`src/rtl/vscale_alu_arbiter.sv`:
```
// Shares one combinational vscale ALU between the integer pipeline (port 0) and a secondary
// unit (port 1). Port 0 has fixed priority; a saturating counter bounds port-1 starvation.
module vscale_alu_arbiter #(
  parameter int unsigned XPR_LEN      = 32,
  parameter int unsigned OP_W         = 4,
  parameter int unsigned STARVE_LIMIT = 3
) (
  input  logic               clk,
  input  logic               reset_n,
  input  logic               req0_valid,
  output logic               req0_ready,
  input  logic [OP_W-1:0]    req0_op,
  input  logic [XPR_LEN-1:0] req0_in1,
  input  logic [XPR_LEN-1:0] req0_in2,
  input  logic               req1_valid,
  output logic               req1_ready,
  input  logic [OP_W-1:0]    req1_op,
  input  logic [XPR_LEN-1:0] req1_in1,
  input  logic [XPR_LEN-1:0] req1_in2,
  output logic               resp0_valid,
  input  logic               resp0_ready,
  output logic [XPR_LEN-1:0] resp0_data,
  output logic               resp1_valid,
  input  logic               resp1_ready,
  output logic [XPR_LEN-1:0] resp1_data,
  output logic [OP_W-1:0]    alu_op,
  output logic [XPR_LEN-1:0] alu_in1,
  output logic [XPR_LEN-1:0] alu_in2,
  input  logic [XPR_LEN-1:0] alu_out
);

  localparam int unsigned    CntW      = $clog2(STARVE_LIMIT + 1);
  localparam logic [CntW-1:0] StarveMax = CntW'(STARVE_LIMIT);
  localparam logic [OP_W-1:0] AluOpAdd  = '0;

  logic               elig0, elig1;
  logic               grant0, grant1;
  logic [CntW-1:0]    starve_cnt_d, starve_cnt_q;
  logic               resp0_valid_d, resp0_valid_q;
  logic               resp1_valid_d, resp1_valid_q;
  logic [XPR_LEN-1:0] resp0_data_d, resp0_data_q;
  logic [XPR_LEN-1:0] resp1_data_d, resp1_data_q;

  // A full response slot may still issue if it is being drained this same cycle.
  always_comb begin
    elig0  = req0_valid && (!resp0_valid_q || resp0_ready);
    elig1  = req1_valid && (!resp1_valid_q || resp1_ready);
    grant1 = reset_n && elig1 && ((starve_cnt_q == StarveMax) || !elig0);
    grant0 = reset_n && elig0 && !grant1;
  end

  assign req0_ready = grant0;
  assign req1_ready = grant1;

  always_comb begin
    alu_op  = AluOpAdd;
    alu_in1 = '0;
    alu_in2 = '0;
    if (grant0) begin
      alu_op  = req0_op;
      alu_in1 = req0_in1;
      alu_in2 = req0_in2;
    end else if (grant1) begin
      alu_op  = req1_op;
      alu_in1 = req1_in1;
      alu_in2 = req1_in2;
    end
  end

  always_comb begin
    starve_cnt_d = starve_cnt_q;
    if (grant1 || !elig1) begin
      starve_cnt_d = '0;
    end else if (starve_cnt_q != StarveMax) begin
      starve_cnt_d = starve_cnt_q + 1'b1;
    end
  end

  always_comb begin
    resp0_valid_d = resp0_valid_q;
    resp0_data_d  = resp0_data_q;
    if (grant0) begin
      resp0_valid_d = 1'b1;
      resp0_data_d  = alu_out;
    end else if (resp0_valid_q && resp0_ready) begin
      resp0_valid_d = 1'b0;
    end
  end

  always_comb begin
    resp1_valid_d = resp1_valid_q;
    resp1_data_d  = resp1_data_q;
    if (grant1) begin
      resp1_valid_d = 1'b1;
      resp1_data_d  = alu_out;
    end else if (resp1_valid_q && resp1_ready) begin
      resp1_valid_d = 1'b0;
    end
  end

  always_ff @(posedge clk or negedge reset_n) begin
    if (!reset_n) begin
      starve_cnt_q  <= '0;
      resp0_valid_q <= 1'b0;
      resp1_valid_q <= 1'b0;
      resp0_data_q  <= '0;
      resp1_data_q  <= '0;
    end else begin
      starve_cnt_q  <= starve_cnt_d;
      resp0_valid_q <= resp0_valid_d;
      resp1_valid_q <= resp1_valid_d;
      resp0_data_q  <= resp0_data_d;
      resp1_data_q  <= resp1_data_d;
    end
  end

  assign resp0_valid = resp0_valid_q;
  assign resp1_valid = resp1_valid_q;
  assign resp0_data  = resp0_data_q;
  assign resp1_data  = resp1_data_q;

endmodule

```
`config.mk`:
```
export PLATFORM = sky130hd
export DESIGN_NAME = vscale_alu_arbiter
export DESIGN_NICKNAME = d
export VERILOG_FILES = /design/src/rtl/vscale_alu_arbiter.sv
export SDC_FILE = /design/constraint.sdc
export NUM_CORES = 1
export LEC_CHECK = 0
export BUFFER_PORTS_ARGS = -buffer_cell sky130_fd_sc_hd__buf_2
export CORE_AREA = 2 2 121 123
export CTS_CLUSTER_DIAMETER = 30
export CTS_CLUSTER_SIZE = 20
export DETAILED_ROUTE_END_ITERATION = 8
export DIE_AREA = 0 0 123 125
export PLACE_DENSITY = 0.65
export REMOVE_ABC_BUFFERS = 1
export SLEW_MARGIN = 20
export SYNTH_ARGS = -nofsm -noshare
export SYNTH_HDL_FRONTEND = slang
export SYNTH_SLANG_ARGS = --single-unit
```
`constraint.sdc`:
```
create_clock -name clk -period 3.1 [get_ports clk]
set_clock_uncertainty 0.1 [all_clocks]
set_input_delay 0.62 -clock clk [delete_from_list [all_inputs] [get_ports clk]]
set_output_delay 0.62 -clock clk [all_outputs]
set_load 0.01 [all_outputs]
```
* After elaboration in Yosys (flattened, before gate mapping)
Cells that the tools add are included.
Widths: inputs -> output; s select.
** Storage, ports and cells
- Register bits after elaboration :: 68
- Input bits :: 174
- Output and inout bits :: 136
- Word-level logic and storage cells :: 40
** Cells by class
- Add/sub/neg operators :: 1
- Eq/ne operators :: 2
- Mux-type cells :: 12
- Reduce and logical (&&, ||, !) cells :: 20
** Operators with widths (number)
- $mux 32 :: 4
- $logic_and 1x1->1 :: 8
- $mux 4 :: 2
- $reduce_bool 2->1 :: 3
- $logic_not 1->1 :: 5
- $logic_or 1x1->1 :: 4
- $mux 1 :: 4
- $mux 2 :: 2
- $add 2x1->2 const B :: 1
- $eq 2x2->1 const B :: 1
- $ne 2x2->1 const B :: 1

* Depth between registers and ports, before layout
Gate-level depths: netlist of the first run.
- Depth in word-level cells :: 9
- Mapped depth :: 7

* Worst setup path after synthesis of the first run
OpenSTA, ideal clock, no wires.
- Path kind :: input to output
- Start point :: input port resp1_ready
- End point :: output port alu_in1[10]
- Arrival :: 1773 ps
- Data required time :: 2380 ps
- Path slack :: 607 ps
- Stages :: 6
- Path through :: nand2b_1 nand2_1 clkbuf_1 clkbuf_1 o211ai_1 o21ai_0
** Between the ends
- Cells in the longest elaborated chain, start to end :: 7
** RTL lines
- from (decl) :: RTL line 24 : input logic resp1_ready,
- $logic_or 1x1->1 * :: RTL line 47 : elig1 = req1_valid && (!resp1_valid_q || resp1_ready);
- $logic_and 1x1->1 * :: RTL line 47
- $logic_and 1x1->1 * (2 in a row) :: RTL line 48 : grant1 = reset_n && elig1 && ((starve_cnt_q == StarveMax) || !elig0);
- $logic_not 1->1 :: RTL line 49 : grant0 = reset_n && elig0 && !grant1;
- $logic_and 1x1->1 :: RTL line 49
- $mux 32 * :: RTL line 59 : if (grant0) begin
- to (decl) :: RTL line 27 : output logic [XPR_LEN-1:0] alu_in1,
Every way passes the cells marked *; elsewhere a longest branch is shown, timed or not.

* Worst setup path after layout of the first run
- Start point :: register starve_cnt_q[0]
- End point :: output port alu_in1[4]
** Between the ends
- Cells in the longest elaborated chain, start to end :: 6
** RTL lines
- from (decl) :: RTL line 38 : logic [CntW-1:0] starve_cnt_d, starve_cnt_q;
- from (signal assigned) :: RTL line 109 : starve_cnt_q <= starve_cnt_d;
- $eq 2x2->1 * :: RTL line 48
- $logic_or 1x1->1 * :: RTL line 48
- $logic_and 1x1->1 * :: RTL line 48
- $logic_not 1->1 :: RTL line 49
- $logic_and 1x1->1 :: RTL line 49
- $mux 32 * :: RTL line 59
Marked as above.

==> summary.txt, run 1 <==
status = completed
adder-cell share of the synthesized area = 0.003252
mean post-synth cell area = 9.840 um^2
via-per-instance ratio = 4.670
GRT overflow = 0
Seq/Total Area, Yosys = 0.4423
buffers added on ports = 309
Max Cap Viol = 0
initial DRC count = 194
simple-gate share of the synthesized area = 0.01821
Tmin final = 2.942 ns
Placement Setup Slack = 0.2692 ns
YS warnings = 0
Critical Path Source = starve_cnt_q[0]$_DFFE_PN0P_
antenna violations before repair = 5
CTS Buf Count = 9
Die ar. = 15380 um^2
Clk Latency, worst-skew pair = 0.33 ns
core area = 14200 um^2
total negative slack = 0 ns
class of the worst hold path = reg2reg
worst setup margin = 0.1578 ns
global routing's busiest layer = met2
Tcrit/Tclk final = 0.9491
H-tree depth = 3
Startpoint Class = register
Leak = 3.255 nW
nets@finish = 869
CP top delay family = compound AO/OA/AOI/OAI gates
io pins = 310
Slowest Stage Delay on Critical Path = 0.39 ns
reg2reg setup slack = 0.89 ns
worst ir drop on vdd = 0.0004512 V
Area Growth Syn to Fin = 55.38%
first-pass GRT wire length = 20930 um
DP HPWL = 10680 um
R2R Path Start = resp0_valid$_DFFE_PN0P_
via count = 4142
Sink Count = 68
Post-Synth XOR/XNOR Area = 0.002276
RePlAce Congestion = 0.8726
fin. max-slew vios = 0
crit-path max FO = 69
DP Cell Count = 862
FF+latch count, synth = 68
Post-DRT Antenna Nets = 0
CTS tree = built
final std cells w/o fill = 887
Std-Cell Rows = 44
First-pass DRT Iterations = 4
Synth Instances = 391
Worst R2R Path Depth = 6
CP Capture Type = output port
fmax = 339.9 MHz
CP bufs+invs = 2
share of post-route cells with drive strength above 1 = 0.5903
Hold Vio Cnt, Final = 0
DR WL/cell = 16.05 um
CTS Hold Bufs = 0
Total Routing Usage GR = 0.1748
CP Depth = 7
Starting Density = 0.2709
area fraction in compound gates after synthesis = 0.2234
Final Core Density = 0.4209
Die Y = 125 um
clk buf depth = 2
grt met1 use = 0.2051
reg2reg end = resp0_data[9]$_DFFE_PN0P_
largest family of logic cells by synthesized area = compound AO/OA/AOI/OAI gates
vias in the first global route = 4002
Worst EP required = 2.38 ns
Residual DRC = 0
Power Total = 0.003102 W
largest net degree at the start of global routing = 70
Relative slew margins = 0.4404
Arr. time, crit path = 2.22 ns
Die Wd = 123 um
GR Util met3 = 0.04425
Netlist Area Pre-Place = 3847 um^2
total wire length = 14230 um
worst slew pin tran = 0.8394 ns
mux cell area share after synthesis = 0.1997
Root Driver = clkbuf_16
Slowest-stage cell, CP = dfrtp_1
post-synth cell types = 23
PD cells = 518.9 nW/um^2
crit path cell chain = ha_1 -> nand2b_1 -> o21ai_4 -> buf_12 -> o211ai_1 -> o21ai_0 -> buf_2
CP Class = reg2out
endpoints failing setup = 0
met2 track demand over resource = 0.2954
CTS clock-pin slew for the worst setup and hold paths = 0.05 ns
CP endpoint = alu_in1[4]
-- flip-flops by register name, indices dropped and copies added (netlist names) --
| register | cells |
|---|---|
| resp0_data | 32 |
| resp0_valid | 1 |
| resp1_data | 32 |
| resp1_valid | 1 |
| starve_cnt_q | 2 |
-- synthesized netlist by cell type --
library cell	n	area, um^2
buf_6	2	22.52
nand3_1	2	10.01
nand2_1	3	11.26
inv_1	69	259.0
xor2_1	1	8.760
buf_4	3	22.52
mux2_2	54	608.1
clkbuf_1	25	93.84
or2_2	1	6.260
mux2_4	10	150.1
dfrtp_1	68	1702
nand2b_1	2	12.51
nor2_1	3	11.26
buf_2	5	25.02
ha_1	1	12.51
buf_1	1	3.750
and2_1	1	6.260
or2_1	1	6.260
o21ai_0	68	340.3
nor2b_1	1	6.260
mux2i_1	1	10.01
o21ai_2	1	8.760
o211ai_1	68	510.5
-- how the worst min path moves through the flow --
stage	startpoint	end	slack, ns	depth (start not counted)
global placement	resp1_data[1]$_DFFE_PN0N_	resp1_data[1]$_DFFE_PN0N_	0.38	1
finish	resp0_data[20]$_DFFE_PN0P_	resp0_data[20]$_DFFE_PN0P_	0.40	1
floorplan	reset_n	resp0_data[0]$_DFFE_PN0P_	0.22	0
CTS	resp0_data[20]$_DFFE_PN0P_	resp0_data[20]$_DFFE_PN0P_	0.40	1
detailed placement	resp0_data[23]$_DFFE_PN0P_	resp0_data[23]$_DFFE_PN0P_	0.39	1
global route	resp0_data[20]$_DFFE_PN0P_	resp0_data[20]$_DFFE_PN0P_	0.41	1
-- power breakdown --
group | switching (W) | internal (W) | total, W
logic | 0.000470 | 0.000469 | 0.000938
registers | 0.0000897 | 0.00108 | 0.00116
clock network | 0.000364 | 0.000635 | 0.000999
total | 0.000923 | 0.00218 | 0.00310
-- per-layer routing --
metal / routed length [um] / share of wire / vias up
met5: 0 / 0 / -
met4: 465 / 0.033 / 0
met3: 1186 / 0.083 / 27
met2: 6967 / 0.49 / 194
met1: 5614 / 0.39 / 1945
li1: - / - / 1976
-- worst reg2reg max path, cell delays in order, from the launching register on --
cell     delay, ns
dfrtp_1       0.37
nor2b_1       0.17
buf_4         0.15
nor2_4        0.38
and2_1        0.26
buf_4         0.28
mux2_2        0.38
-- repair_timing --
action	4_1_cts	5_1_grt
pin swaps	1	1
gates cloned	1	1
endpoints found under the hold margin	0	0
endpoints found under the setup margin	6	12
gates resized for setup	0	1
setup buffers	0	3
-- stage by stage --
step | hold slack (ns) | cell area (um^2)
floorplan | 0.2244 | 3680
global placement | 0.3828 | 5632
detailed placement | 0.3898 | 5632
CTS | 0.4021 | 5929
global route | 0.4121 | 5976
finish | 0.3963 | 5978
-- cells in the final DEF, fill, tap and decap left out, drive strengths merged, types with 4 or more instances in the layout --
cell,instances
buf,326
clkbuf,10
dfrtp,68
diode,5
inv,69
mux2,64
o211ai,68
o21ai,69
or2,4
-- cells by family (layout without fill, tap and decap cells) --
logic type	Yosys count	after routing
AOI/OAI and AO/OA	137	137
xor gates and xnor gates	1	1
adders and majority gates	1	1
buffers and inverters	105	410
DFF	68	68
muxes	65	65
other	0	5
and+or+nand+nor	14	16
-- cell type report --
| class | count | area (um^2) |
|---|---|---|
| Inverter | 69 | 259.0 |
| Multi-Input combinational cell | 220 | 1752 |
| Sequential cell | 68 | 1702 |
| Clock inverter | 5 | 52.55 |
| Clock buffer | 10 | 239.0 |
| Fill cell | 1441 | 8225 |
| Timing Repair Buffer | 326 | 1732 |
| Tap cell | 184 | 230.2 |
| Antenna cell | 5 | 12.51 |
Power figures use the tool's default switching activity.
==> inputs of run 2 (changes only) <==
Settings changed: PLACE_DENSITY 0.65 to unset, PLACE_DENSITY_LB_ADDON set to 0.05.
==> run 2 against run 1 <==
  * Routed wire length increased by 1.8%
  * Via count decreased by 1.4%
  * Maximum frequency decreased by 0.26%
  * Combinational power decreased by 2%
  * Worst hold slack improved by 0.0012 ns
==> summary.txt, run 2 (synthesis gave the netlist of run 1 again) <==
status = completed
Total Routing Usage GR = 0.1778 (+0.002994)
via-per-instance ratio = 4.664 (-0.11%)
endpoints failing setup = 0 (unchanged)
clk buf depth = 2 (unchanged)
Placement Setup Slack = 0.1674 ns (-0.1018 ns)
Clk Latency, worst-skew pair = 0.32 ns (about the same)
crit-path max FO = 40 (-42%)
PD cells = 507.5 nW/um^2 (-2.2%)
worst slew pin tran = 0.8422 ns (+0.002793 ns)
initial DRC count = 240 (+24%)
Std-Cell Rows = 44 (unchanged)
io pins = 310 (unchanged)
antenna violations before repair = 3 (-2)
reg2reg setup slack = 0.46 ns (-0.43 ns)
Relative slew margins = 0.4385 (-0.001862)
nets@finish = 860 (-1.0%)
DR WL/cell = 16.54 um (+3.1%)
RSZ-0062 raised after global routing = yes
DP Cell Count = 856 (-0.70%)
worst setup margin = 0.1500 ns (-0.007711 ns)
RePlAce Congestion = 0.7910 (-9.4%)
final std cells w/o fill = 876 (-1.2%)
Power Total = 0.002964 W (-4.5%)
design area = 5839 um^2 (-2.3%)
via count = 4086 (-1.4%)
Leak = 3.183 nW (-2.2%)
Die Y = 125 um (unchanged)
total wire length = 14490 um (+1.8%)
fmax = 339.0 MHz (-0.26%)
placed cell area = 5562 um^2 (-1.2%)
First-pass DRT Iterations = 4 (unchanged)
Starting Density = 0.2709 (unchanged)
buffers added on ports = 309 (unchanged)
first-pass GRT wire length = 21240 um (+1.5%)
Residual DRC = 0 (unchanged)
Sink Count = 68 (unchanged)
Startpoint Class = register
hold depth = 1 (unchanged)
total negative slack = 0 ns (unchanged)
GRT overflow = 0 (unchanged)
CTS Buf Count = 9 (unchanged)
Tcrit/Tclk final = 0.9516 (+0.002487)
Endpoint, Worst Hold = resp1_data[9]$_DFFE_PN0N_
R2R Path Start = starve_cnt_q[0]$_DFFE_PN0P_
vias in the first global route = 3868 (-3.3%)
Worst R2R Path Depth = 6 (unchanged)
CP Capture Type = output port
CP Class = reg2out
CTS clock-pin slew for the worst setup and hold paths = 0.05 ns (about the same)
share of post-route cells with drive strength above 1 = 0.5791 (-0.01116)
Post-DRT Antenna Nets = 0 (unchanged)
Tmin final = 2.950 ns (+0.007711 ns)
Hold Vio Cnt, Final = 0 (unchanged)
core area = 14200 um^2 (unchanged)
fin. max-slew vios = 0 (unchanged)
most frequent cells in the layout = 309 x buf_2, 69 x inv_1, 68 x o211ai_1, 68 x o21ai_0, 68 x dfrtp_1
Area Growth Syn to Fin = 51.77%
Max Cap Viol = 0 (unchanged)
Arr. time, crit path = 2.23 ns (about the same)
CTS tree = built
H-tree depth = 3 (unchanged)
HP Start = resp1_data[9]$_DFFE_PN0N_
reg2reg end = resp1_data[12]$_DFFE_PN0N_
largest net degree at the start of global routing = 69 (-1.4%)
worst ir drop on vdd = 0.0003631 V (-20%)
Worst EP required = 2.38 ns (about the same)
DP HPWL = 10730 um (+0.46%)
Die Wd = 123 um (unchanged)
commonest non-fill, non-tap cell in the layout = buf_2
class of the worst hold path = reg2reg
Root Driver = clkbuf_16
Die ar. = 15380 um^2 (unchanged)
## run 2: layer usage
metal / GRT usage / share of wire
met4: 0.05481 / 0.015
met2: 0.3074 / 0.50
met5: 0 / 0
met3: 0.05748 / 0.096
met1: 0.2072 / 0.39
## run 2: how the worst max path moves through the flow
stage	cells after the start	to	slack, ns	start
floorplan	5	alu_in1[0]	-2.02	starve_cnt_q[0]$_DFFE_PN0P_
global placement	6	alu_in2[15]	0.21	resp0_ready
detailed placement	6	alu_in1[28]	0.17	resp0_ready
CTS	6	alu_in1[22]	0.12	starve_cnt_q[0]$_DFFE_PN0P_
global route	6	alu_in2[12]	-0.03	starve_cnt_q[0]$_DFFE_PN0P_
finish	6	alu_in2[19]	0.15	starve_cnt_q[0]$_DFFE_PN0P_
## run 2: area by class of cell
class,instances,area (um^2)
inverters,69,259.0
multi-input cells,219,1748
repair buffers,318,1642
fillers,1499,8364
clock inverters,3,15.01
diodes,3,7.507
clock buffers,12,236.5
well taps,184,230.2
flip-flops and latches,68,1702
## run 2: timing repair
| action | CTS | global route |
|---|---|---|
| setup buffers | 0 | 0 |
| hold buffers | 1 | 0 |
| gates cloned | 1 | 0 |
| hold endpoints to repair | 1 | 0 |
| endpoints found under the setup margin | 68 | 5 |
| gates resized for setup | 1 | 0 |
| pin swaps | 0 | 0 |
## run 2: where the power goes
| part | leakage (nW) | internal [W] | switching (W) |
|---|---|---|---|
| clock network | 0.126 | 0.000532 | 0.000346 |
| registers | 0.806 | 0.00108 | 0.0000875 |
| logic | 2.25 | 0.000456 | 0.000467 |
## run 2: worst max-delay path, stage by stage (launching register included)
cell      delay (ns)
dfrtp_1         0.39
ha_1            0.27
nand2b_1        0.20
o21ai_4         0.21
or2_4           0.51
o21ai_0         0.15
buf_2           0.17
## run 2: per-stage QoR
stage          utilization  hold WS, ns
2_1_floorplan            -       0.2244
3_3_place_gp        0.3916       0.3408
3_5_place_dp        0.3916       0.3455
4_1_cts             0.4106       0.4012
5_1_grt             0.4108       0.4180
6_report            0.4111       0.3975
==> inputs of run 3 (changes only) <==
Settings changed: ABC_CLOCK_PERIOD_IN_PS set to 3680, CORE_AREA 2 2 121 123 to 2 2 120 122, DIE_AREA 0 0 123 125 to 0 0 122 124.
Clock period 3.1 ns to 3.68 ns, I/O delays scaled along.
==> run 3 against run 2 <==
  * Via count is 2.0% lower
  * Combinational power is 17% lower
  * Clock power is 2.8% lower
  * Routed wire length is 3.3% lower
  * First-iteration DRC count down 47%
  * Final cell count fell by 0.23%
  * Sequential power decreased by 15%
  * Flip-flop and latch count did not move
  * Setup slack improved by 0.23 ns
  * Global-route usage down 0.32 points
  * Critical path type unchanged
  * Critical endpoint is now alu_in1[2]
  * Largest cell class unchanged
==> summary.txt, run 3 (synthesis gave the netlist of run 1 again) <==
crit path cell chain = ha_1 -> nand2b_1 -> o21ai_4 -> or2_4 -> o21ai_0 -> buf_2
post_cts resized = 0 (-1)
CTS Hold Bufs = 0 (-1)
first-pass GRT wire length = 20200 um (-4.9%)
H-tree depth = 3 (unchanged)
io pins = 310 (unchanged)
CTS Buf Count = 9 (unchanged)
Post-DRT Antenna Nets = 0 (unchanged)
initial DRC count = 128 (-47%)
clk buf depth = 2 (unchanged)
Power Total = 0.002598 W (-12%)
total wire length = 14010 um (-3.3%)
status = completed
RePlAce Congestion = 0.7879 (-0.39%)
vias in the first global route = 3812 (-1.4%)
worst slew pin tran = 0.8666 ns (+0.02438 ns)
via count = 4006 (-2.0%)
DP HPWL = 10590 um (-1.3%)
placed cell area = 5517 um^2 (-0.81%)
Final Core Density = 0.4270 (+0.01588)
PD cells = 443.6 nW/um^2 (-13%)
CTS tree = built
Residual DRC = 0 (unchanged)
Tmin final = 3.303 ns
CP Class = reg2out
DR WL/cell = 16.03 um (-3.1%)
class of the worst hold path = reg2reg
Sink Count = 68 (unchanged)
design area = 5858 um^2 (+0.32%)
most frequent cells in the layout = 309 x buf_2, 69 x inv_1, 68 x o211ai_1, 68 x o21ai_0, 68 x dfrtp_1
Die ar. = 15130 um^2 (-1.6%)
largest net degree at the start of global routing = 85 (+23%)
Slowest-stage cell, CP = or2_4
nets@finish = 857 (-0.35%)
post-CTS setup buffer count = 0 (unchanged)
Slowest Stage Delay on Critical Path = 0.71 ns (+0.20 ns)
WL met3 = 1415 um (+1.9%)
worst ir drop on vdd = 0.0003016 V (-17%)
RSZ-0062 raised after global routing = no
fmax = 302.7 MHz
endpoints failing setup = 0 (unchanged)
CTS clock-pin slew for the worst setup and hold paths = 0.05 ns (about the same)
Placement Setup Slack = 0.1734 ns (+0.006019 ns)
Starting Density = 0.2804 (+0.009560)
CP bufs+invs = 1 (unchanged)
share of post-route cells with drive strength above 1 = 0.5822 (+0.003141)
Startpoint Class = register
Leak = 3.188 nW (+0.17%)
antenna violations before repair = 7 (+4)
Max Cap Viol = 0 (unchanged)
GRT overflow = 0 (unchanged)
CP Capture Type = output port
fin. max-slew vios = 0 (unchanged)
Top Layer Used = met4
core area = 13720 um^2 (-3.4%)
First-pass DRT Iterations = 4 (unchanged)
met2 WL = 7255 um (+0.78%)
Clk Latency, worst-skew pair = 0.32 ns (about the same)
worst setup margin = 0.3768 ns (+0.2268 ns)
Hold Vio Cnt, Final = 0 (unchanged)
commonest non-fill, non-tap cell in the layout = buf_2
Metal-1 WL = 5141 um (-9.5%)
total negative slack = 0 ns (unchanged)
Area Growth Syn to Fin = 52.26%
buffers added on ports = 309 (unchanged)
CP top delay family = simple AND/OR/NAND/NOR gates
Worst EP required = 2.84 ns (+0.46 ns)
crit-path max FO = 84 (+110%)
Std-Cell Rows = 43 (-2.3%)
Arr. time, crit path = 2.47 ns (+0.24 ns)
Total Routing Usage GR = 0.1745 (-0.003249)
Die Y = 124 um (-0.80%)
Root Driver = clkbuf_16
Die Wd = 122 um (-0.81%)
Relative slew margins = 0.4223 (-0.01625)
via-per-instance ratio = 4.584 (-1.7%)
Tcrit/Tclk final = 0.8976
## run 3: layout make-up
cell class / instances / area [um^2]
Antenna cell: 7 / 17.52
Clock buffer: 12 / 256.5
Clock inverter: 4 / 47.55
Fill cell: 1402 / 7861
Inverter: 69 / 259.0
Multi-Input combinational cell: 218 / 1739
Sequential cell: 68 / 1702
Tap cell: 180 / 225.2
Timing Repair Buffer: 316 / 1612
## run 3: worst paths after layout
check / slack [ns] / depth (start not counted) / from / end
setup reg to reg: 0.89 / 6 / starve_cnt_q[0]$_DFFE_PN0P_ / resp1_data[16]$_DFFE_PN0N_
max in group asynchronous: 2.31 / 2 / reset_n / resp1_data[30]$_DFFE_PN0N_
hold / removal: 0.40 / 1 / resp0_data[16]$_DFFE_PN0P_ / resp0_data[16]$_DFFE_PN0P_
min in group asynchronous: 0.63 / 2 / reset_n / resp1_data[26]$_DFFE_PN0N_
hold reg to reg: 0.40 / 1 / resp0_data[16]$_DFFE_PN0P_ / resp0_data[16]$_DFFE_PN0P_
setup / recovery: 0.38 / 6 / starve_cnt_q[0]$_DFFE_PN0P_ / alu_in1[2]
## run 3: stage by stage
step / std cells / hold slack, ns
6_report: 874 / 0.3975
3_5_place_dp: 850 / 0.3895
3_3_place_gp: 850 / 0.3844
2_1_floorplan: 355 / 0.3404
4_1_cts: 866 / 0.4018
5_1_grt: 871 / 0.4174
## run 3: where the power goes
group          switching (W)  internal, W  total, W
clock               0.000295     0.000558  0.000853
combinational       0.000384     0.000379  0.000763
sequential         0.0000761     0.000906  0.000982
## run 3: layer usage
layer / GRT usage / vias up
li1: - / 1952
met2: 0.3108 / 163
met5: 0 / -
met1: 0.1874 / 1876
met3: 0.06777 / 15
met4: 0.06537 / 0
